[config.mk]
export PLATFORM = sky130hd
export DESIGN_NAME = sreg_tx_serializer
export DESIGN_NICKNAME = d
export VERILOG_FILES = /design/src/rtl/sreg_pkg.sv /design/src/rtl/sreg_tx_serializer.sv
export SDC_FILE = /design/constraint.sdc
export NUM_CORES = 1
export LEC_CHECK = 0
export ABC_AREA = 1
export BUFFER_PORTS_ARGS = -buffer_cell sky130_fd_sc_hd__buf_2
export CORE_ASPECT_RATIO = 0.5
export CORE_MARGIN = 4
export CORE_UTILIZATION = 30
export DETAILED_ROUTE_END_ITERATION = 7
export MAX_ROUTING_LAYER = met4
export PLACE_DENSITY = 0.56
export SETUP_SLACK_MARGIN = 0.2
export SYNTH_ARGS = -nofsm -noshare
export SYNTH_HDL_FRONTEND = slang
export SYNTH_SLANG_ARGS = --single-unit
[constraint.sdc]
create_clock -name sclk -period 1.4 [get_ports sclk]
set_input_delay 0.28 -clock sclk [delete_from_list [all_inputs] [get_ports sclk]]
set_output_delay 0.28 -clock sclk [all_outputs]
set_load 0.01 [all_outputs]
[src/rtl/sreg_pkg.sv]
// Shared types and constants for the 42-bit shift-register controller and its
// downstream serializer.
package sreg_pkg;

  localparam int SREG_WORD_W = 42;
  localparam int SREG_LANE_W = 2;

  typedef logic [SREG_WORD_W-1:0] sreg_word_t;

  typedef enum logic [1:0] {
    IDLE  = 2'd0,
    SHIFT = 2'd1,
    GAP   = 2'd2
  } ser_state_t;

  function automatic int ser_beats(input int word_w, input int lane_w);
    return word_w / lane_w;
  endfunction

endpackage

[src/rtl/sreg_tx_serializer.sv]
// Serializes one parallel word per valid/ready handshake onto a LANE_W-bit lane,
// LSB pair first, framed by sframe and closed by a one-cycle done pulse.
module sreg_tx_serializer
  import sreg_pkg::*;
#(
  parameter int WORD_W     = SREG_WORD_W,
  parameter int LANE_W     = SREG_LANE_W,
  parameter int GAP_CYCLES = 0
) (
  input  logic              sclk,
  input  logic              rst_n,
  input  logic              word_valid,
  input  logic [WORD_W-1:0] word_data,
  output logic              word_ready,
  input  logic              flush,
  output logic [LANE_W-1:0] sdo,
  output logic              sframe,
  output logic              busy,
  output logic              done
);

  localparam int BEATS  = ser_beats(WORD_W, LANE_W);
  localparam int BEAT_W = (BEATS > 1) ? $clog2(BEATS) : 1;
  localparam int GAP_W  = 4;
  localparam logic [BEAT_W-1:0] LAST_BEAT = BEAT_W'(BEATS - 1);
  localparam logic [GAP_W-1:0]  GAP_LOAD  = (GAP_CYCLES > 0) ? GAP_W'(GAP_CYCLES - 1) : '0;

  generate
    if ((WORD_W % LANE_W) != 0) begin : g_bad_word_w
      $error("sreg_tx_serializer: WORD_W must be a multiple of LANE_W");
    end
    if ((GAP_CYCLES < 0) || (GAP_CYCLES > 15)) begin : g_bad_gap
      $error("sreg_tx_serializer: GAP_CYCLES must be within 0..15");
    end
  endgenerate

  ser_state_t        r_state;
  logic [WORD_W-1:0] r_shreg;
  logic [BEAT_W-1:0] r_beat;
  logic [GAP_W-1:0]  r_gap;
  logic [LANE_W-1:0] r_sdo;
  logic              r_sframe;
  logic              r_done;

  ser_state_t        w_state_nxt;
  logic [WORD_W-1:0] w_shreg_nxt;
  logic [BEAT_W-1:0] w_beat_nxt;
  logic [GAP_W-1:0]  w_gap_nxt;
  logic [LANE_W-1:0] w_sdo_nxt;
  logic              w_sframe_nxt;
  logic              w_done_nxt;

  always_ff @(posedge sclk or negedge rst_n) begin
    if (!rst_n) begin
      r_state  <= IDLE;
      r_shreg  <= '0;
      r_beat   <= '0;
      r_gap    <= '0;
      r_sdo    <= '0;
      r_sframe <= 1'b0;
      r_done   <= 1'b0;
    end else begin
      r_state  <= w_state_nxt;
      r_shreg  <= w_shreg_nxt;
      r_beat   <= w_beat_nxt;
      r_gap    <= w_gap_nxt;
      r_sdo    <= w_sdo_nxt;
      r_sframe <= w_sframe_nxt;
      r_done   <= w_done_nxt;
    end
  end

  // sdo/sframe/done default low so every non-beat cycle is quiet on the lane.
  always_comb begin
    w_state_nxt  = r_state;
    w_shreg_nxt  = r_shreg;
    w_beat_nxt   = r_beat;
    w_gap_nxt    = r_gap;
    w_sdo_nxt    = '0;
    w_sframe_nxt = 1'b0;
    w_done_nxt   = 1'b0;

    unique case (r_state)
      IDLE: begin
        if (flush) begin
          w_shreg_nxt = '0;
          w_beat_nxt  = '0;
          w_gap_nxt   = '0;
        end else if (word_valid) begin
          w_sdo_nxt    = word_data[LANE_W-1:0];
          w_shreg_nxt  = word_data >> LANE_W;
          w_sframe_nxt = 1'b1;
          w_beat_nxt   = '0;
          w_state_nxt  = SHIFT;
        end
      end

      SHIFT: begin
        if (flush) begin
          w_state_nxt = IDLE;
          w_shreg_nxt = '0;
          w_beat_nxt  = '0;
          w_gap_nxt   = '0;
        end else if (r_beat == LAST_BEAT) begin
          w_done_nxt  = 1'b1;
          w_shreg_nxt = '0;
          w_beat_nxt  = '0;
          if (GAP_CYCLES > 0) begin
            w_state_nxt = GAP;
            w_gap_nxt   = GAP_LOAD;
          end else begin
            w_state_nxt = IDLE;
          end
        end else begin
          w_sdo_nxt    = r_shreg[LANE_W-1:0];
          w_shreg_nxt  = r_shreg >> LANE_W;
          w_sframe_nxt = 1'b1;
          w_beat_nxt   = r_beat + BEAT_W'(1);
        end
      end

      GAP: begin
        if (flush || (r_gap == '0)) begin
          w_state_nxt = IDLE;
          w_gap_nxt   = '0;
        end else begin
          w_gap_nxt = r_gap - GAP_W'(1);
        end
      end

      default: begin
        w_state_nxt = IDLE;
        w_shreg_nxt = '0;
        w_beat_nxt  = '0;
        w_gap_nxt   = '0;
      end
    endcase
  end

  assign word_ready = (r_state == IDLE);
  assign busy       = (r_state != IDLE);
  assign sdo        = r_sdo;
  assign sframe     = r_sframe;
  assign done       = r_done;

endmodule
==> flow_summary.toml <==
[synth]
syn_area_sq_mm = 0.00231
synth_common_cells = "nand2_1 (102), nand3_1 (80), dfrtp_1 (50)"
yosysMostFrequentCell = "nand2_1"
ys_types = 16
synth.area.mux_share = 0
synth_area_leaders = "dfrtp_1 (54%), nand3_1 (17%), nand2_1 (17%)"
synth_xor_area_frac = 0
yosys.area_share.simple = 0.373
synth_edf_count = 0
syn_avg_cell_area_sq_um = 8.22
synth_top_area_frac = 0.542
ys_warn_count = 0
syn_nets = 329
yosysTopAreaCell = "dfrtp_1"
async_flop_share = 1.00
ys.flop_type = "dfrtp_1"
synth-compound-area-share = 0.0108
yosysSeqAreaShare = 0.542
synth_cells = 281
synth_seq_cells = 50
synth_top_family_by_area = "simple AND/OR/NAND/NOR gates"
synth_fa_ha_area_frac = 0.0108

[placement]
place_congestion = 0.755
port-buffer-count = 51
dp.cells = 421
dp_hpwl_um = 3720

[cells_and_area]
nets = 401
multi_input_area_sq_mm = 0.00135
seq_area_sq_mm = 0.00125
drive_above_1_share = 0.492
fin_util = 0.500
antenna_cells = 0
fill_cells = 636
area_delta_synth_final_pct = 60.3
final_cells = 450

[worst_setup_path]
crit_required_ps = 1570
slowest_delay_ps = 390
r2r_start = "r_beat[1]"
r2r-end = "r_shreg[0]"
crit_fanout = 5
critical_path_arrival_ps = 1480
path_cells = "inv_2 -> ha_4 -> nand2_4 -> inv_6 -> nand2_4 -> buf_16 -> nand3_1 -> nand3_1"
path_delay_family = "flip-flops"
start_kind = "flip-flop"
cp.depth = 8
r2r_cells = 8
r2r_slack_ps = 90
cp_slowest_cell = "dfrtp_1"
critPathBufInv = 3
setup.worst_path.class = "flip-flop to flip-flop"
endpoint_kind = "flip-flop"

[timing]
finalMaxSlewViolations = 0
max_freq_mhz = 765
relSlewSlack = 0.747
final_hold_viol_count = 0
fin_setup_tns_ps = 0
tightest_slew_ps = 379
setup-violations-final = 0
hold_slack_ps = 192
grt_setup_unrepaired = "true"
skew_ps = 2.75
post-route-min-period_ps = 1310
timing.final.crit_share = 0.933

[floorplanning]
rows = 22
ios = 52
die_y_um = 70.0
die_w_um = 132
dieArea_sq_mm = 0.00925
core_sq_mm = 0.00740
start_util = 0.312

[routing]
routed_wl_um = 7270
wl_per_cell_um = 16.2
dr.first_iter.drc_count = 147
vias = 2235
ant_nets = 0
drc_errors = 0
routed_via_density = 4.97
drt_first_pass_iters = 4

[cts]
cts_root_buf = "clkbuf_16"
numCtsBuffers = 5
clock_path_buffers = 2
cts_tree = "yes"
clock_latency_ps = 280
cts_sinks = 50
clk_pin_slew_worst_paths_ps = 70
htreeDepth = 2

[flow_run]
maxCapViolCount = 0

[min_path]
hold_depth = 3
hold_class = "primary input to flip-flop"
holdPathEnd = "r_shreg[38]"
min-delay-start = "word_data[40]"

[power_and_ir_drop]
power_mw = 3.39
ir_worst_vdd_mv = 0.556
powerDensity_mw_per_mm2 = 917
leakage_nw = 1.89

[grt]
grt_max_degree = 43
grt_pass1_wl_um = 10400
grt_overflow = 0
grt_pass1_vias = 2203
grtUsageTotal = 0.139
antenna_found_initial = 0

[run_status]
outcome = "finished, final reports clean"
registers in the layout, summed over array words and instances (netlist names):
signal	cells
r_shreg	40
r_beat	5
sdo	2
done	1
r_state	1
sframe	1
cell type report:
class | count | area share
Clock buffer | 6 | 0.0375
Tap cell | 96 | 0.0325
Inverter | 12 | 0.0142
Multi-Input combinational cell | 204 | 0.366
Timing Repair Buffer | 80 | 0.209
Sequential cell | 50 | 0.338
Clock inverter | 2 | 0.00338
worst max-delay path by stage:
stage                         start          end  slack [ps]
final                     r_beat[1]   r_shreg[0]          90
after CTS                 r_beat[0]   r_shreg[6]         110
after global routing      r_beat[1]   r_shreg[0]          30
after global placement    r_beat[1]  r_shreg[29]         150
after floorplan           r_beat[0]  r_shreg[11]         220
after detailed placement  r_beat[1]  r_shreg[35]         120
worst register-to-register path, cell delays in order, from the launching register on:
cell     delay, ps
dfrtp_1        390
inv_2           90
ha_4           150
nand2_4         60
inv_6           80
nand2_4         90
buf_16         160
nand3_1         90
nand3_1         80
kinds of logic after synthesis:
family                   Yosys count
AO/OA/AOI/OAI                      5
adder cells (fa/ha/maj)            2
buffers and inverters             28
flip-flops                        50
AND/OR/NAND/NOR                  196
per-layer routing:
layer | wire length [um] | up-vias | global-route usage
met3 | 367 | 14 | 0.0252
met2 | 3560 | 53 | 0.228
met4 | 131 | 0 | 0.0244
met5 | 0 | - | -
met1 | 3210 | 1105 | 0.182
li1 | - | 1063 | -
metrics by stage:
stage          worst slack (ps)  cell area (sq um)
2_1_floorplan               220               2310
4_1_cts                     113               3060
3_3_place_gp                151               2710
6_report                   93.4               3700
3_5_place_dp                117               2710
5_1_grt                    32.9               3700
cell usage in the layout (no fill, tap or decap):
cell type / n
nand2_4: 3
nand2_1: 97
o21ai_1: 1
clkinv_2: 1
nor2_2: 1
buf_2: 50
buf_6: 3
buf_12: 8
inv_4: 1
buf_4: 8
nor2_1: 6
nand3_4: 4
ha_2: 1
inv_1: 6
buf_16: 3
o21ai_0: 3
nand2_8: 1
clkbuf_16: 12
nand3_1: 14
nor3_4: 1
dfrtp_1: 50
nand3_2: 62
nand4_1: 1
a21oi_1: 1
nor2_4: 3
clkinvlp_4: 1
inv_6: 1
inv_2: 4
dlygate4sd3_1: 1
ha_4: 1
clkbuf_8: 1
nand2_2: 4
power by group:
part | total (mW) | switching (mW) | leakage, nW | internal [mW]
clock network | 1.23 | 0.524 | 0.0729 | 0.708
registers | 1.62 | 0.0738 | 0.674 | 1.54
logic | 0.544 | 0.290 | 1.15 | 0.254
repair_timing:
| item | 4_1_cts | 5_1_grt |
|---|---|---|
| setup endpoints to repair | 45 | 51 |
| buffers inserted | 3 | 4 |
| hold buffers | 1 | 0 |
| hold endpoints to repair | 14 | 0 |
| gates resized for setup | 23 | 80 |
| pin swaps | 3 | 22 |
| gates cloned | 3 | 10 |
(Power assumes the default switching activity.)
